`config.mk`:
```
export PLATFORM = sky130hd
export DESIGN_NAME = adc_lvds_tx_emulator
export DESIGN_NICKNAME = d
export VERILOG_FILES = /design/src/rtl/adc_lvds_tx_emulator.sv
export SDC_FILE = /design/constraint.sdc
export NUM_CORES = 1
export LEC_CHECK = 0
export ABC_AREA = 1
export BUFFER_PORTS_ARGS = -buffer_cell sky130_fd_sc_hd__clkbuf_2
export CORE_MARGIN = 8
export CORE_UTILIZATION = 40
export DETAILED_ROUTE_END_ITERATION = 10
export GPL_TIMING_DRIVEN = 1
export PLACE_DENSITY = 0.67
export SYNTH_ARGS = -nofsm -noshare
export SYNTH_HDL_FRONTEND = slang
export SYNTH_SLANG_ARGS = --single-unit
```
`constraint.sdc`:
```
create_clock -name clk -period 2 [get_ports clk]
set_clock_uncertainty 0.2 [all_clocks]
set_input_delay 0.4 -clock clk [delete_from_list [all_inputs] [get_ports clk]]
set_output_delay 0.4 -clock clk [all_outputs]
set_load 0.02 [all_outputs]
```
`src/rtl/adc_lvds_tx_emulator.sv`:
```
// Transmit-side emulator for the 2-lane 16-bit serial ADC link: two SDR data lanes plus FCO, 8 clk per frame.
// Define ADC_TX_PRBS_EN to turn mode 11 into a PRBS-15 source instead of the AAAA/5555 alternate pattern.
module adc_lvds_tx_emulator #(
  parameter int unsigned SKEW_INIT  = 0,
  parameter logic [15:0] FIXED_PAT  = 16'hA5C3,
  parameter int unsigned UNDERRUN_W = 16
) (
  input  logic                  clk,
  input  logic                  rst_n,
  input  logic                  en,
  input  logic [1:0]            mode,
  input  logic [15:0]           s_data,
  input  logic                  s_valid,
  output logic                  s_ready,
  input  logic                  skew_inc,
  output logic [2:0]            skew,
  output logic                  lane0,
  output logic                  lane1,
  output logic                  fco,
  output logic                  frame_start,
  output logic [UNDERRUN_W-1:0] underrun_cnt
);
  localparam int unsigned WORD_W = 16;
  localparam int unsigned HALF_W = WORD_W / 2;
  localparam logic [1:0] MODE_NORMAL = 2'b00;
  localparam logic [1:0] MODE_RAMP   = 2'b01;
  localparam logic [1:0] MODE_FIXED  = 2'b10;

  typedef enum logic {IDLE, RUN} state_t;

  state_t                state_q, state_d;
  logic [2:0]            phase_q, phase_d;
  logic [HALF_W-2:0]     sh0_q, sh0_d, sh1_q, sh1_d;
  logic [HALF_W-1:0]     line0_q, line0_d, line1_q, line1_d;
  logic [WORD_W-1:0]     last_q, last_d, ramp_q, ramp_d, word_c;
  logic [2:0]            skew_d;
  logic [UNDERRUN_W-1:0] under_d;
  logic                  lane0_d, lane1_d, fco_d, fs_d;
  logic                  load_pt_c, load_c;

`ifdef ADC_TX_PRBS_EN
  localparam int unsigned LFSR_W = 15;
  logic [LFSR_W-1:0] lfsr_q, lfsr_d, lfsr_adv_c;
  logic [WORD_W-1:0] prbs_word_c;

  // Sixteen steps of x^15+x^14+1; the first output bit becomes the word MSB
  always_comb begin
    lfsr_adv_c  = lfsr_q;
    prbs_word_c = '0;
    for (int i = 0; i < WORD_W; i++) begin
      prbs_word_c = {prbs_word_c[WORD_W-2:0], lfsr_adv_c[LFSR_W-1] ^ lfsr_adv_c[LFSR_W-2]};
      lfsr_adv_c  = {lfsr_adv_c[LFSR_W-2:0], lfsr_adv_c[LFSR_W-1] ^ lfsr_adv_c[LFSR_W-2]};
    end
  end
`else
  logic alt_q, alt_d;
`endif

  assign load_pt_c = (state_q == IDLE) ? en : (phase_q == 3'd7);
  assign load_c    = load_pt_c & en;
  assign s_ready   = rst_n & load_c & (mode == MODE_NORMAL);

  always_comb begin
    word_c = last_q;
    case (mode)
      MODE_NORMAL: word_c = s_valid ? s_data : last_q;
      MODE_RAMP:   word_c = ramp_q;
      MODE_FIXED:  word_c = FIXED_PAT;
`ifdef ADC_TX_PRBS_EN
      default:     word_c = prbs_word_c;
`else
      default:     word_c = alt_q ? 16'h5555 : 16'hAAAA;
`endif
    endcase
  end

  // Next state; line*_d[0] is the undelayed lane bit, higher taps are older bits
  always_comb begin
    state_d = state_q;
    phase_d = phase_q;
    sh0_d   = {sh0_q[HALF_W-3:0], 1'b0};
    sh1_d   = {sh1_q[HALF_W-3:0], 1'b0};
    line0_d = {line0_q[HALF_W-2:0], sh0_q[HALF_W-2]};
    line1_d = {line1_q[HALF_W-2:0], sh1_q[HALF_W-2]};
    last_d  = last_q;
    ramp_d  = ramp_q;
    under_d = underrun_cnt;
    skew_d  = skew + 3'(skew_inc);
`ifdef ADC_TX_PRBS_EN
    lfsr_d  = lfsr_q;
`else
    alt_d   = alt_q;
`endif
    if (load_c) begin
      state_d    = RUN;
      phase_d    = 3'd0;
      line1_d[0] = word_c[15];
      line0_d[0] = word_c[14];
      sh1_d = {word_c[13], word_c[11], word_c[9], word_c[7], word_c[5], word_c[3], word_c[1]};
      sh0_d = {word_c[12], word_c[10], word_c[8], word_c[6], word_c[4], word_c[2], word_c[0]};
      case (mode)
        MODE_NORMAL: begin
          if (s_valid) last_d = s_data;
          else if (~&underrun_cnt) under_d = underrun_cnt + UNDERRUN_W'(1);
        end
        MODE_RAMP:  ramp_d = ramp_q + 16'd1;
        MODE_FIXED: ;
`ifdef ADC_TX_PRBS_EN
        default:    lfsr_d = lfsr_adv_c;
`else
        default:    alt_d = ~alt_q;
`endif
      endcase
    end else if (state_q == RUN) begin
      if (phase_q == 3'd7) state_d = IDLE;
      else phase_d = phase_q + 3'd1;
    end
    lane0_d = line0_d[skew_d];
    lane1_d = line1_d[skew_d];
    fco_d   = (state_d == RUN) & ~phase_d[2];
    fs_d    = (state_d == RUN) & (phase_d == 3'd0);
  end

  always_ff @(posedge clk or negedge rst_n) begin
    if (!rst_n) begin
      state_q      <= IDLE;
      phase_q      <= 3'd7;
      sh0_q        <= '0;
      sh1_q        <= '0;
      line0_q      <= '0;
      line1_q      <= '0;
      last_q       <= '0;
      ramp_q       <= '0;
      skew         <= 3'(SKEW_INIT);
      underrun_cnt <= '0;
      lane0        <= 1'b0;
      lane1        <= 1'b0;
      fco          <= 1'b0;
      frame_start  <= 1'b0;
    end else begin
      state_q      <= state_d;
      phase_q      <= phase_d;
      sh0_q        <= sh0_d;
      sh1_q        <= sh1_d;
      line0_q      <= line0_d;
      line1_q      <= line1_d;
      last_q       <= last_d;
      ramp_q       <= ramp_d;
      skew         <= skew_d;
      underrun_cnt <= under_d;
      lane0        <= lane0_d;
      lane1        <= lane1_d;
      fco          <= fco_d;
      frame_start  <= fs_d;
    end
  end

`ifdef ADC_TX_PRBS_EN
  always_ff @(posedge clk or negedge rst_n) begin
    if (!rst_n) lfsr_q <= LFSR_W'(1);
    else        lfsr_q <= lfsr_d;
  end
`else
  always_ff @(posedge clk or negedge rst_n) begin
    if (!rst_n) alt_q <= 1'b0;
    else        alt_q <= alt_d;
  end
`endif

endmodule

```
==> impl_metrics.ini <==
[run_status]
outcome = finished, violations left
violations = negative setup slack

[layout]
area.sequential_um2 = 2210
finish.cell_count_without_fillers = 718
multi_input_comb_area_um2 = 1940
layout-area-overhead-vs-synth_pct = 25.8
n_antenna_cell = 0
layout_common_cells = sky130_fd_sc_hd__nand2_1 (105), sky130_fd_sc_hd__dfrtp_1 (85), sky130_fd_sc_hd__inv_1 (49), sky130_fd_sc_hd__nor2_1 (49), sky130_fd_sc_hd__clkbuf_2 (44)
fraction_of_layout_cells_with_a_size_suffix_above_1_pct = 27.0
final_common_cell = sky130_fd_sc_hd__nand2_1
fillCellCount = 932
layout.nets = 606

[drt]
route.antenna.remaining_nets = 0
drc_violations = 0
finalWirelength_mm = 10.1
drtIter0Drc = 240
vias = 3542
per_cell_routed_wire_length_um = 14.1
vias_per_cell = 4.93
detail_route.first_pass.iterations = 4

[clock_network]
clkSinkCount = 88
ctsRootBufferMaster = sky130_fd_sc_hd__clkbuf_8
number_of_levels_the_h_tree_was_split_into = 3
tritoncts.num_buffers = 9
tritoncts = done
clkTransAtPathRegs_ns = 0.08
worst_skew_pair.late_latency_ns = 0.36
ctsLongestPathBuffers = 2

[synth]
post_synth_inst_count = 498
synthesis.yosys.warnings = 0
synthesized_area_fraction_occupied_by_xor_and_xnor_cells_pct = 5.36
main_combinational_cell_family_by_area_after_synthesis = simple AND/OR/NAND/NOR gates
syn_area_per_cell_um2 = 8.53
post_synth_mux_area_share_pct = 0
yosys_register_bits = 88
synthSimpleGateAreaFrac_pct = 23.1
synth-seq-area-share_pct = 51.9
syn-num-nets = 526
synth-adder-area-share_pct = 1.47
syn_area_um2 = 4250
netlist-cell-type-count = 36
synth_compound_area_share_pct = 11.5

[floorplanning]
ios = 47
die_width_um = 119
die_outline_area_um2 = 14200
std_cell_rows = 37
fp.coreArea_um2 = 10300
floorplan.die.height_um = 119
initial_core_util_pct = 41.1

[sta]
maxSlewHeadroom_pct = 69.5
min_period_over_period_pct = 110
rsz0062_at_grt = true
timing.final.setup_violations = 34
final_critical_path_setup_slack_ns = -0.202
max_slew.worst_pin.slew_ns = 0.454
timing.final.crit_period_ns = 2.20
maximum_frequency_from_static_timing_analysis_mhz = 454
final-hold-violation-count = 0
final-max-slew-violation-count = 0

[pwr]
worst_ir_drop_vdd_mv = 0.625
pwr_density_cell_nw_per_um2 = 1240
power.static_leakage_nw = 2.60
fin_total_pwr_mw = 6.61

[setup_path]
path_buf_inv = 1
critical_path_cell_count = 6
max_stage_delay_ns = 0.58
startpoint_type = flop
timing.critical_path.required_ns = 1.40
path_cells = ha_4 > nand2_4 > a21oi_4 > nand2_4 > nor2_4 > buf_8
cp_max_fo = 2
worst_path_dominant_cell_family = flip-flops
reg2regPathDepth = 11
cp-end-kind = primary output
timing.setup.critical_path_class = reg2out
worst_path_most_repeated_cell = sky130_fd_sc_hd__nand2_4
worst_ep_arrival_time_ns = 1.60
cell_with_the_largest_stage_delay_on_the_worst_path = sky130_fd_sc_hd__dfstp_2

[placed_design]
number_of_port_buffers = 46
gp_congestion = 0.862
place_inst = 686
dp.final_hpwl_mm = 6.86

[min_path]
hold_path_class = reg2reg
holdPathStages = 0

[global_routing]
global_route_wire_length_before_repair_mm = 16.1
grt_util_all_layers_pct = 13.8
overflow = 0
antenna_found_initial = 0
grt_max_degree = 89
first_global_vias = 3389

[run]
drv_cap = 0
## state kept, by name, summed over array words and instances (netlist names)
signal        flops
underrun_cnt     16
frame_start       1
state_q           1
sh0_q             7
alt_q             1
lane1             1
line1_q           7
skew              3
ramp_q           16
line0_q           7
lane0             1
phase_q           3
sh1_q             7
last_q           16
fco               1
## per-layer routing
metal | global-route usage (%) | vias to the layer above | part of all wire [%]
li1 | - | 1757 | -
met1 | 17.4 | 1700 | 44
met2 | 22.3 | 75 | 49
met3 | 2.88 | 10 | 5.0
met4 | 6.64 | 0 | 2.1
met5 | 0 | - | 0
## power breakdown
part	leakage, nW	internal (mW)	switching (mW)	total, mW
clock	0.112	0.764	0.601	1.36
combinational	1.40	0.997	1.43	2.43
sequential	1.09	2.45	0.361	2.82
## logic make-up after synthesis
family	count (synthesis)
compound gates	86
xor+xnor	26
fa+ha+maj	5
buf+inv	68
flops	88
simple gates	225
## path summary, 6_finish.rpt
kind | end | from | slack [ns]
max | s_ready | phase_q[0] | -0.20
max reg2reg | underrun_cnt[14] | phase_q[0] | -0.18
min in group asynchronous | line1_q[5] | rst_n | 0.43
min reg2reg | line1_q[5] | line1_q[4] | 0.17
max in group asynchronous | phase_q[2] | rst_n | 0.80
min | line1_q[5] | line1_q[4] | 0.17
## stage by stage
stage | setup slack (ns) | hold slack [ns] | area (um^2) | utilization [%] | setup TNS [ns]
6_report | -0.202 | 0.175 | 5340 | 51.8 | -3.38
5_1_grt | -0.271 | 0.190 | 5340 | 51.8 | -6.87
4_1_cts | -0.242 | 0.177 | 5060 | 49.0 | -0.352
3_5_place_dp | 0.00397 | 0.159 | 4750 | 46.0 | 0
3_3_place_gp | 0.0448 | 0.151 | 4750 | 46.0 | 0
2_1_floorplan | 0.0143 | -0.0956 | 4260 | - | 0
## cell usage after synthesis, drive strengths merged
cell type | count | area, um^2
ha | 5 | 62.6
o21ai | 56 | 303
o21a | 2 | 15.0
o22ai | 4 | 25.0
buf | 10 | 65.1
a21oi | 17 | 96.4
nand3b | 1 | 7.51
xnor2 | 7 | 61.3
a31o | 1 | 8.76
xor2 | 19 | 166
nand2 | 122 | 483
dfrtp | 85 | 2130
a31oi | 5 | 31.3
nand4 | 5 | 31.3
nor2 | 58 | 245
dfstp | 3 | 78.8
inv | 55 | 209
nor3 | 10 | 50.1
nand3 | 27 | 150
a21o | 1 | 7.51
clkinv | 1 | 3.75
or2 | 2 | 12.5
clkbuf | 2 | 7.51
## area by class of cell
type                    count  area share, %
clock buffers              12           2.90
clock inverters             3           1.22
inverters                  56           4.15
multi-input cells         343           36.3
flip-flops and latches     88           41.3
well taps                 136           3.19
repair buffers             78           10.7
repair inverters            2          0.234
## repair_timing
| action | 4_1_cts | 5_1_grt |
|---|---|---|
| gates cloned | 1 | 3 |
| hold buffers | 1 | 0 |
| pin swaps | 4 | 11 |
| setup endpoints to repair | 7 | 31 |
| gates resized for setup | 11 | 70 |
| endpoints found under the hold margin | 85 | 0 |
| buffers inserted | 5 | 7 |
Power figures use the tool's default switching activity.
